[src/rtl/route_arbiter.sv]
// Round-robin route arbiter for one NoC output port; the grant is held for a whole packet.
// Optional watchdog on stalled reservations: define ROUTE_ARB_WATCHDOG_EN.
module route_arbiter #(
  parameter int N           = 4,
  parameter int INDEX_WIDTH = $clog2(N),
  parameter int TIMEOUT     = 64
) (
  input  logic                   clk,
  input  logic                   rst,
  input  logic [N-1:0]           reserveRoute,
  input  logic [N-1:0]           routeRelieve,
  input  logic [N-1:0]           Handshake,
  output logic [N-1:0]           routeReserveStatus,
  output logic [N-1:0]           grant,
  output logic [INDEX_WIDTH-1:0] grantIndex,
  output logic                   grantValid
`ifdef ROUTE_ARB_WATCHDOG_EN
  ,
  output logic                   stallErr
`endif
);

  typedef enum logic [1:0] {IDLE, GRANT, LOCKED} state_t;

  state_t                 state;
  logic [INDEX_WIDTH-1:0] ptr;
  logic [INDEX_WIDTH-1:0] win_idx;
  logic [INDEX_WIDTH-1:0] next_ptr;
  logic [N-1:0]           win_oh;
  logic                   win_any;
  logic                   owner_rel;

  // Winner = set bit with the smallest upward distance from the pointer.
  always_comb begin
    int best;
    int d;
    best    = N;
    d       = 0;
    win_idx = '0;
    for (int k = 0; k < N; k++) begin
      d = k - int'(ptr);
      if (d < 0) d = d + N;
      if (reserveRoute[k] && d < best) begin
        best    = d;
        win_idx = INDEX_WIDTH'(k);
      end
    end
  end

  always_comb begin
    win_oh = '0;
    for (int k = 0; k < N; k++)
      win_oh[k] = (win_idx == INDEX_WIDTH'(k));
  end

  assign win_any   = |reserveRoute;
  assign owner_rel = routeRelieve[grantIndex];
  assign next_ptr  = (grantIndex == INDEX_WIDTH'(N-1)) ? '0 : grantIndex + INDEX_WIDTH'(1);

  always_ff @(posedge clk or negedge rst) begin
    if (!rst) begin
      state              <= IDLE;
      ptr                <= '0;
      grant              <= '0;
      grantIndex         <= '0;
      grantValid         <= 1'b0;
      routeReserveStatus <= '0;
    end else begin
      routeReserveStatus <= '0;
      case (state)
        IDLE: begin
          if (win_any) begin
            state              <= GRANT;
            grant              <= win_oh;
            grantIndex         <= win_idx;
            grantValid         <= 1'b1;
            routeReserveStatus <= win_oh;
          end
        end
        GRANT, LOCKED: begin
          // Only the owner's relieve ends the reservation; the pointer moves past it.
          if (owner_rel) begin
            state      <= IDLE;
            grant      <= '0;
            grantValid <= 1'b0;
            ptr        <= next_ptr;
          end else begin
            state <= LOCKED;
          end
        end
        default: state <= IDLE;
      endcase
    end
  end

`ifdef ROUTE_ARB_WATCHDOG_EN
  localparam int CW = $clog2(TIMEOUT + 1);

  logic [CW-1:0] wd_cnt;

  // Counts locked cycles without an owner handshake; saturates at TIMEOUT.
  always_ff @(posedge clk or negedge rst) begin
    if (!rst) begin
      wd_cnt   <= '0;
      stallErr <= 1'b0;
    end else if (state == LOCKED && !owner_rel && !Handshake[grantIndex]) begin
      if (wd_cnt != CW'(TIMEOUT)) wd_cnt <= wd_cnt + CW'(1);
      if (wd_cnt == CW'(TIMEOUT - 1)) stallErr <= 1'b1;
    end else begin
      wd_cnt <= '0;
    end
  end
`else
  logic unused_wd;
  assign unused_wd = ^{Handshake, (TIMEOUT != 0)};
`endif

endmodule

[config.mk]
export PLATFORM = sky130hd
export DESIGN_NAME = route_arbiter
export DESIGN_NICKNAME = d
export VERILOG_FILES = /design/src/rtl/route_arbiter.sv
export SDC_FILE = /design/constraint.sdc
export NUM_CORES = 1
export LEC_CHECK = 0
export ABC_AREA = 1
export ABC_CLOCK_PERIOD_IN_PS = 2100
export CAP_MARGIN = 20
export CORE_AREA = 3 3 54 66
export DETAILED_ROUTE_END_ITERATION = 12
export DIE_AREA = 0 0 57 69
export HOLD_SLACK_MARGIN = 0.1
export PLACE_DENSITY = 0.58
export SYNTH_ARGS = -nofsm -noshare
export SYNTH_HDL_FRONTEND = slang
export SYNTH_SLANG_ARGS = --single-unit
[constraint.sdc]
create_clock -name clk -period 2.1 [get_ports clk]
set_input_delay 0.42 -clock clk [delete_from_list [all_inputs] [get_ports clk]]
set_output_delay 0.42 -clock clk [all_outputs]
set_load 0.05 [all_outputs]
==> results of run 1 <==
==> stage by stage <==
stage | power [mW] | setup WS (ps)
floorplan | 1.53 | -199
global placement | 1.91 | -719
detailed placement | 1.94 | -797
CTS | 2.13 | -347
global route | 2.31 | -501
finish | 2.13 | -287
==> report_power, final <==
group	switching [mW]	internal, mW
sequential	0.0881	0.411
combinational	0.900	0.573
clock	0.0924	0.0707
total	1.08	1.05
==> logic make-up (layout without fill, tap and decap cells) <==
family | after synthesis | after routing | share of synthesized area (%)
and+or+nand+nor | 45 | 45 | 28.2
buffers and inverters | 19 | 54 | 8.29
AOI/OAI and AO/OA | 19 | 19 | 13.3
adders and majority gates | 5 | 5 | 7.02
DFF | 15 | 15 | 42.1
xor gates and xnor gates | 1 | 1 | 0.983
==> layout make-up <==
| cell class | count | area share (%) |
|---|---|---|
| Multi-Input combinational cell | 70 | 35.6 |
| Sequential cell | 15 | 30.1 |
| Timing Repair Buffer | 31 | 22.4 |
| Inverter | 19 | 6.01 |
| Tap cell | 36 | 3.60 |
| Clock buffer | 3 | 1.80 |
| Clock inverter | 1 | 0.400 |
==> final timing paths <==
check / from / end / slack (ps) / cells after the start
min: grant[1] / grant[1] / 490 / 2
min in group asynchronous: rst / grant[2] / 530 / 1
min reg2reg: grant[1] / grant[1] / 490 / 2
max: ptr[0] / grant[1] / -290 / 18
max in group asynchronous: rst / ptr[1] / 1120 / 1
max reg2reg: ptr[0] / grant[1] / -290 / 18
==> per-layer routing <==
| metal | vias up | track usage (%) | part of all wire, % |
|---|---|---|---|
| met4 | 0 | 5.41 | 2.7 |
| met1 | 357 | 10.1 | 41 |
| li1 | 405 | - | - |
| met5 | - | 0 | 0 |
| met3 | 4 | 1.31 | 4.1 |
| met2 | 15 | 17.9 | 52 |
==> state kept, by name, indices dropped and copies added (netlist names) <==
| register | flops |
|---|---|
| grant | 4 |
| grantIndex | 2 |
| grantValid | 1 |
| ptr | 2 |
| routeReserveStatus | 4 |
| state | 2 |
==> placed cells by master, fill, tap and decap left out, types with 2 or more instances in the layout <==
| cell type | n |
|---|---|
| nor2_1 | 6 |
| nand2_1 | 19 |
| clkinv_2 | 2 |
| nor2_2 | 3 |
| a22oi_2 | 2 |
| nand4_1 | 4 |
| inv_2 | 2 |
| dlygate4sd2_1 | 2 |
| o21ai_1 | 9 |
| o21ai_0 | 3 |
| ha_1 | 5 |
| dfrtp_1 | 14 |
| clkdlybuf4s50_1 | 18 |
| nand3_1 | 2 |
| inv_1 | 14 |
| nand2_2 | 6 |
| clkbuf_4 | 3 |
| buf_4 | 11 |
| nor3_2 | 2 |
| nand3_4 | 2 |
==> worst register-to-register path, delay by kind of cell, from the launching register on <==
kind	cells	cell delay [ps]
AOI/OAI and AO/OA	5	480
adders and majority gates	2	540
buffers and inverters	2	110
DFF	1	430
and+or+nand+nor	9	720
==> timing repair <==
item / in CTS / in global routing
pin swaps: 10 / 10
setup endpoints to repair: 10 / 10
resized for setup: 3 / 1
cloned: 0 / 0
setup buffers: 1 / 3
==> metrics.yaml, run 1 <==
core_um2: 3030
antenna_found_initial: 0
cp.buffers_inverters: 2
end_kind: "register"
post-synth-top-count-cell: "nand2_1"
max_freq_mhz: 419
cts_hold_buffers: 0
fin_ws_ps: -287
maxSlewViolCount: 0
port_buffers: 20
avgSynthCellArea_um2: 8.57
grt_usage_pct: 9.69
arrival_ps: 2570
numCtsBuffers: 3
post-place-cells: 167
routedWlPerCell_um: 10.1
htreeDepth: 1
synthCells: 104
ios: 25
first_global_vias: 764
final_cells: 175
slowest_stage: "dfrtp_1"
area_delta_synth_final_pct: 40.3
place_hpwl_um: 1490
tightest_slew_ps: 647
status: "complete, but fails checks"
cp_top_family: "simple AND/OR/NAND/NOR gates"
num_vias: 781
synth_flop_cell: "dfrtp_1"
layout.nets: 159
leakage_nw: 0.615
startpoint_type: "register"
violations: "setup timing"
required_ps: 2280
ant_nets: 0
start_util_pct: 29.4
clk_latency_ps: 280
rsz0062_at_grt: "true"
grt_max_degree: 16
numClockSinks: 15
cts_tree: "done"
yosysWarningCount: 0
crit_fanout: 7
final_area_um2: 1250
via_per_inst: 4.46
synthTopCellsByArea: "dfrtp_1, nand2_1, ha_1, inv_1, o21ai_1"
wirelength_um: 1770
placed_area_um2: 1190
finalCriticalPeriod_ps: 2390
cap_violations: 0
routabilityCongestion: 0.828
die_w_um: 57
netlist_area_um2: 891
cts_root_buffer: "clkbuf_4"
ctsLongestPathBuffers: 2
synth-seq-cells: 15
grt_pass1_wl_um: 3080
synthTopCellsByCount: "nand2_1, dfrtp_1, inv_1, o21ai_1"
setup_viol: 10
slew-limit-headroom_pct: 56.8
overflow: 0
drtPass1Iterations: 3
hold_ws_ps: 486
drtIter0Drc: 9
synth_top_area_cell: "dfrtp_1"
drc_errors: 0
ys_types: 23
layout-drive-gt1-share_pct: 26.6
antenna-diode-count: 0
synth_fp_nets: 123
async_reset_ff_share_pct: 100
die_h_um: 69
path_class: "reg2reg"
hp-class: "reg2reg"
finalHoldViolCount: 0
nFillCells: 315
ir_worst_vdd_mv: 0.790
synth-edff-count: 0
regArea_um2: 377
fin_skew_ps: 4.64
die_area_um2: 3930
period_share_pct: 114
final_util_pct: 41.3
rows: 22
power.density_nw_per_um2: 1710
synth_top_area_share_pct: 42.1
cp_slowest_stage_delay_ps: 430
multi_input_area_um2: 445
ys_seq_area_share_pct: 42.1
fin_setup_tns_ps: -2540
clkTransAtPathRegs_ps: 90
crit_chain: "inv_2 -> o21ai_2 -> nand2_2 -> o21ai_1 -> o21ai_1 -> ha_1 -> clkinv_2 -> nor2_2 -> nand2_2 -> nand3_4 -> nand2_1 -> o21ai_1 -> ha_1 -> o21a_1 -> nand2_2 -> nand3_4 -> nand4_1 -> nand2_1"
No activity file was read; power rests on OpenSTA's default activity.
==> run 2: changes to the inputs <==
--- a/config.mk
+++ b/config.mk
@@ -8,9 +8,9 @@
 export ABC_AREA = 1
 export ABC_CLOCK_PERIOD_IN_PS = 2100
 export CAP_MARGIN = 20
-export CORE_AREA = 3 3 54 66
+export CORE_AREA = 10 10 61 73
 export DETAILED_ROUTE_END_ITERATION = 12
-export DIE_AREA = 0 0 57 69
+export DIE_AREA = 0 0 71 83
 export HOLD_SLACK_MARGIN = 0.1
 export PLACE_DENSITY = 0.58
 export SYNTH_ARGS = -nofsm -noshare
==> run 2 against run 1 <==
First-iteration DRC count grew 89%. Sequential power is essentially flat. Critical path type unchanged. Clock-buffer cell count grew 1. Worst setup slack lost 16 ps. Hold slack lost 3.0 ps. Clock skew shrank 3.7 ps. The run still ends with setup timing left. Via count grew 3.8%. Power grew 5.6%. Largest power group unchanged. Sequential share of layout area shrank 1.4 points. Final area grew 4.9%.
==> metrics.yaml, run 2 (synthesized netlist as in run 1, its figures left out) <==
die_area_um2: 5890  # +50%
drtPass1Iterations: 4  # +1
htreeDepth: 1  # unchanged
status: "complete, but fails checks"
holdCritStartpoint: "grant[2]"
fin_ws_ps: -302  # -15.5 ps
clk_latency_ps: 280  # about the same
layout.nets: 165  # +3.8%
maxSlewViolCount: 0  # unchanged
grt_pass1_wl_um: 3340  # +8.3%
finalCriticalPeriod_ps: 2400  # +15.5 ps
cts_tree: "done"
fin_skew_ps: 0.920  # -3.72 ps
drtIter0Drc: 17  # +8
numCtsBuffers: 3  # unchanged
via_per_inst: 4.48  # +0.40%
max_freq_mhz: 416  # -0.65%
antenna-diode-count: 0  # unchanged
wirelength_um: 2050  # +16%
final_area_um2: 1310  # +4.9%
antenna_found_initial: 0  # unchanged
final_cells: 181  # +3.4%
rows: 22  # unchanged
crit_fanout: 7  # unchanged
multi_input_area_um2: 463  # +3.9%
cts_root_buffer: "clkbuf_4"
leakage_nw: 0.648  # +5.2%
reg2reg_depth: 18  # unchanged
hold_ws_ps: 483  # -2.95 ps
num_vias: 811  # +3.8%
ios: 25  # unchanged
period_share_pct: 114  # +0.74 points
fin_setup_tns_ps: -2740  # -203 ps
hp-class: "reg2reg"
area_delta_synth_final_pct: 47.2
path_class: "reg2reg"
finalHoldViolCount: 0  # unchanged
routabilityCongestion: 0.820  # -1.1%
nFillCells: 322  # +2.2%
ant_nets: 0  # unchanged
end_kind: "register"
die_h_um: 83  # +20%
arrival_ps: 2590  # +20 ps
slew-limit-headroom_pct: 56.2  # -0.55 points
place_hpwl_um: 1650  # +11%
whs_path_depth: 2  # unchanged
post-place-cells: 170  # +1.8%
grt_max_degree: 16  # unchanged
cap_violations: 0  # unchanged
drc_errors: 0  # unchanged
placed_area_um2: 1210  # +1.9%
required_ps: 2280  # about the same
cts_hold_buffers: 0  # unchanged
layout-drive-gt1-share_pct: 30.3  # +3.7 points
hold_end: "grant[2]"
overflow: 0  # unchanged
grt_usage_pct: 6.80  # -2.9 points
total_power_mw: 2.25  # +5.6%
ir_worst_vdd_mv: 0.803  # +1.6%
clkTransAtPathRegs_ps: 80  # about the same
violations: "setup timing"
setup_viol: 10  # unchanged
rsz0062_at_grt: "true"
regArea_um2: 377  # unchanged
tightest_slew_ps: 655  # +8.17 ps
port_buffers: 20  # unchanged
core_um2: 3030  # unchanged
rrSetupSlack_ps: -300  # -20 ps
routedWlPerCell_um: 11.3  # +12%
numClockSinks: 15  # unchanged
largest_registers: "grant: 4 flops, routeReserveStatus: 4 flops"
r2r_end: "grant[2]"
ctsLongestPathBuffers: 2  # unchanged
layout_common_cells: "nand2_1, clkdlybuf4s50_1, buf_4, inv_1, dfrtp_1"
startpoint_type: "register"
power.density_nw_per_um2: 1720  # +0.66%
first_global_vias: 838  # +9.7%
r2r-start: "ptr[0]"
die_w_um: 71  # +25%
start_util_pct: 29.4  # unchanged
[run 2: changes by cell type in the layout (fill, tap and decap cells not counted)]
cell      before  now
nand2_4        0    1
nor3_4         0    1
nand2_1       19   18
o21ai_1        9    8
clkinv_2       2    1
o21ai_2        1    2
buf_4         11   17
clkbuf_1       0    1
nor3_2         2    1
[run 2: layout make-up]
cell class | count | area share [%]
Multi-Input combinational cell | 70 | 35.3
Tap cell | 36 | 3.44
Timing Repair Buffer | 37 | 24.8
Clock buffer | 4 | 2.00
Inverter | 19 | 5.73
Sequential cell | 15 | 28.7
[run 2: critical path: stages (launching register included)]
cell	delay [ps]
dfrtp_1	420
inv_2	60
o21ai_2	120
nand2_2	70
o21ai_1	80
o21ai_1	110
ha_1	320
clkinv_2	60
nor2_2	30
nand2_2	70
nand3_4	90
nand2_2	70
o21ai_2	50
ha_1	260
o21a_1	110
nand2_2	90
nand3_4	130
nand4_1	110
nand2_1	50
[run 2: metrics by stage]
step | util (%) | setup WS [ps]
floorplan | - | -199
global placement | 40.1 | -626
detailed placement | 40.1 | -704
CTS | 42.1 | -312
global route | 43.3 | -503
finish | 43.3 | -302
[run 2: worst max path at each step]
stage,from,to,slack [ps],depth (start not counted)
6_report,ptr[0],grant[2],-300,18
4_1_cts,ptr[0],grant[2],-310,18
3_3_place_gp,reserveRoute[0],grant[2],-630,17
2_1_floorplan,ptr[0],routeReserveStatus[1],-200,18
5_1_grt,ptr[0],grant[2],-500,18
3_5_place_dp,reserveRoute[0],grant[2],-700,17
[run 2: power breakdown]
group / leakage, nW / switching, mW / internal (mW) / total, mW
clock network: 0.0150 / 0.0898 / 0.0739 / 0.164
logic: 0.441 / 0.963 / 0.630 / 1.59
registers: 0.192 / 0.0862 / 0.411 / 0.497
total: 0.648 / 1.14 / 1.11 / 2.25
[run 2: timing repair]
item,4_1_cts,5_1_grt
gates resized for setup,4,4
endpoints found under the setup margin,10,10
setup buffers,4,3
gates cloned,0,0
pin swaps,10,5
[run 2: per-layer routing]
metal	wire (um)	share of wire, %	global-route usage, %	up-vias
li1	-	-	-	420
met1	817	40	6.06	369
met2	1070	52	12.6	17
met3	98	4.8	1.43	5
met4	65	3.2	5.27	0
met5	0	0	0	-
==> run 3: changes to the inputs <==
--- a/config.mk
+++ b/config.mk
@@ -7,10 +7,10 @@
 export LEC_CHECK = 0
 export ABC_AREA = 1
 export ABC_CLOCK_PERIOD_IN_PS = 2100
-export CAP_MARGIN = 20
-export CORE_AREA = 10 10 61 73
+export CAP_MARGIN = 0
+export CORE_AREA = 2 2 53 65
 export DETAILED_ROUTE_END_ITERATION = 12
-export DIE_AREA = 0 0 71 83
+export DIE_AREA = 0 0 55 67
 export HOLD_SLACK_MARGIN = 0.1
 export PLACE_DENSITY = 0.58
 export SYNTH_ARGS = -nofsm -noshare
==> run 3 against run 2 <==
The run still ends with setup timing left. Critical path depth fell by 1. Power fell by 1.6%. Core utilization fell by 0.54 points. Final cell count fell by 1.1%. Register-to-register slack improved by 20 ps. Critical path type unchanged. Sequential share of layout area rose by 0.36 points. Critical endpoint is now routeReserveStatus[1]. Non-clock buffer count fell by 2. First-iteration DRC count fell by 12%.
==> metrics.yaml, run 3 (synthesized netlist as in run 1, its figures left out) <==
switchingPower_mw: 1.12  # -1.8%
layout-drive-gt1-share_pct: 29.4  # -0.97 points
ir_worst_vdd_mv: 0.758  # -5.6%
cp.buffers_inverters: 1  # -1
grt_pass1_wl_um: 3250  # -2.7%
area_delta_synth_final_pct: 45.4
htreeDepth: 1  # unchanged
grt_max_degree: 16  # unchanged
num_vias: 786  # -3.1%
cts_tree: "done"
ctsLongestPathBuffers: 2  # unchanged
period_share_pct: 114  # -0.83 points
port_buffers: 20  # unchanged
routabilityCongestion: 0.830  # +1.2%
required_ps: 2310  # +30 ps
die_h_um: 67  # -19%
rrSetupSlack_ps: -280  # +20 ps
dp_slack_ps: -727  # -23.8 ps
start_util_pct: 29.4  # unchanged
hp-class: "reg2reg"
multi_input_area_um2: 462  # -0.27%
r2r_end: "routeReserveStatus[1]"
drtIter0Drc: 15  # -2
cp_top_family: "simple AND/OR/NAND/NOR gates"
antenna_found_initial: 0  # unchanged
power.density_nw_per_um2: 1710  # -0.41%
largest_registers: "grant: 4 flops, routeReserveStatus: 4 flops"
clkPwrFrac_pct: 7.4  # about the same
ant_nets: 0  # unchanged
rows: 22  # unchanged
cts_hold_buffers: 0  # unchanged
p_int_mw: 1.10  # -1.5%
nFillCells: 321  # -0.31%
slew-limit-headroom_pct: 56.1  # -0.096 points
first_global_vias: 792  # -5.5%
crit_chain: "o21ai_2 -> nand2_2 -> o21ai_1 -> o21ai_1 -> ha_1 -> clkinv_2 -> nor2_4 -> nand2_2 -> nand3_4 -> nand2_2 -> o21ai_2 -> ha_1 -> o21a_1 -> nand2_2 -> nand3_4 -> nand2_4 -> nor3_2"
numClockSinks: 15  # unchanged
arrival_ps: 2600  # about the same
layout_common_cells: "nand2_1, clkdlybuf4s50_1, buf_4, inv_1, dfrtp_1"
total_power_mw: 2.22  # -1.6%
crit_fanout: 7  # unchanged
violations: "setup timing"
grt_usage_pct: 12.0  # +5.2 points
holdCritStartpoint: "grant[0]"
tightest_slew_ps: 656  # +1.44 ps
cp_slowest_stage_delay_ps: 450  # +30 ps
regArea_um2: 377  # unchanged
ios: 25  # unchanged
numCtsBuffers: 3  # unchanged
finalCriticalPeriod_ps: 2380  # -17.5 ps
max_freq_mhz: 419  # +0.73%
maxSlewViolCount: 0  # unchanged
path_class: "reg2reg"
seqPwrFrac_pct: 22.5  # +0.4 points
rsz0062_at_grt: "true"
antenna-diode-count: 0  # unchanged
via_per_inst: 4.39  # -2.0%
cpMostUsedCell: "nand2_2"
overflow: 0  # unchanged
slowest_stage: "dfrtp_2"
cap_violations: 0  # unchanged
end_kind: "register"
clk_latency_ps: 280  # about the same
drtPass1Iterations: 4  # unchanged
r2r-start: "ptr[1]"
status: "complete, but fails checks"
cts_root_buffer: "clkbuf_4"
layout.nets: 163  # -1.2%
hold_end: "grant[0]"
switching_share_pct: 50.5  # -0.072 points
setup_viol: 10  # unchanged
die_area_um2: 3690  # -37%
clkTransAtPathRegs_ps: 80  # about the same
leakage_nw: 0.636  # -1.9%
whs_path_depth: 2  # unchanged
drc_errors: 0  # unchanged
finalHoldViolCount: 0  # unchanged
final_util_pct: 42.8  # -0.54 points
fin_ws_ps: -285  # +17.5 ps
core_um2: 3030  # unchanged
die_w_um: 55  # -23%
p_comb_share_pct: 70.2  # -0.5 points
wirelength_um: 1820  # -11%
routedWlPerCell_um: 10.2  # -10%
place_hpwl_um: 1530  # -7.2%
reg2reg_depth: 17  # -1
fin_skew_ps: 1.77  # +0.847 ps
startpoint: "ptr[1]"
startpoint_type: "register"
run 3: changes by cell type in the layout (fill, tap and decap cells not counted), sizes merged:
cell  delta
buf      -2
run 3: final cells by class:
class                   count  share of cell area (%)
repair buffers             35                    24.0
clock buffers               4                    2.03
well taps                  36                    3.48
inverters                  19                    5.80
multi-input cells          70                    35.7
flip-flops and latches     15                    29.1
run 3: routing by layer:
layer | GRT usage [%] | vias up | routed length (um)
li1 | - | 413 | -
met4 | 7.01 | 0 | 55
met3 | 1.35 | 5 | 66
met5 | 0 | - | 0
met2 | 20.1 | 17 | 941
met1 | 14.3 | 351 | 761
run 3: power by group through the flow:
stage | combinational (mW) | sequential [mW] | clock (mW)
floorplan | 0.763 | 0.767 | 0
global placement | 1.43 | 0.498 | 0
detailed placement | 1.46 | 0.506 | 0
CTS | 1.56 | 0.503 | 0.165
global route | 1.72 | 0.518 | 0.177
finish | 1.56 | 0.498 | 0.163
run 3: stage by stage:
| stage | instance area, um^2 | TNS [ps] | hold slack, ps | instances |
|---|---|---|---|---|
| floorplan | 895 | -1630 | 124 | 104 |
| detailed placement | 1220 | -7050 | 477 | 171 |
| CTS | 1290 | -2590 | 497 | 179 |
| global placement | 1220 | -6240 | 464 | 171 |
| global route | 1290 | -3880 | 514 | 179 |
| finish | 1290 | -2240 | 486 | 179 |
run 3: worst max-delay path by stage:
stage	to	cells after the start	slack, ps
final	routeReserveStatus[1]	17	-280
after global routing	grant[0]	18	-440
after CTS	grant[0]	17	-310
after detailed placement	grant[0]	17	-730
after global placement	grant[0]	17	-650
after floorplan	routeReserveStatus[1]	18	-200
run 3: worst register-to-register path, cell delays in order, from the launching register on:
cell and delay, ps:
dfrtp_2 450, o21ai_2 150, nand2_2 70, o21ai_1 70
o21ai_1 90, ha_1 310, clkinv_2 60, nor2_4 30
nand2_2 70, nand3_4 80, nand2_2 70, o21ai_2 50
ha_1 270, o21a_1 120, nand2_2 70, nand3_4 130
nand2_4 60, nor3_2 160
run 3: repair_timing:
item,in CTS,in global routing
endpoints found under the setup margin,10,10
pin swaps,12,11
resized for setup,7,1
setup buffers,4,0
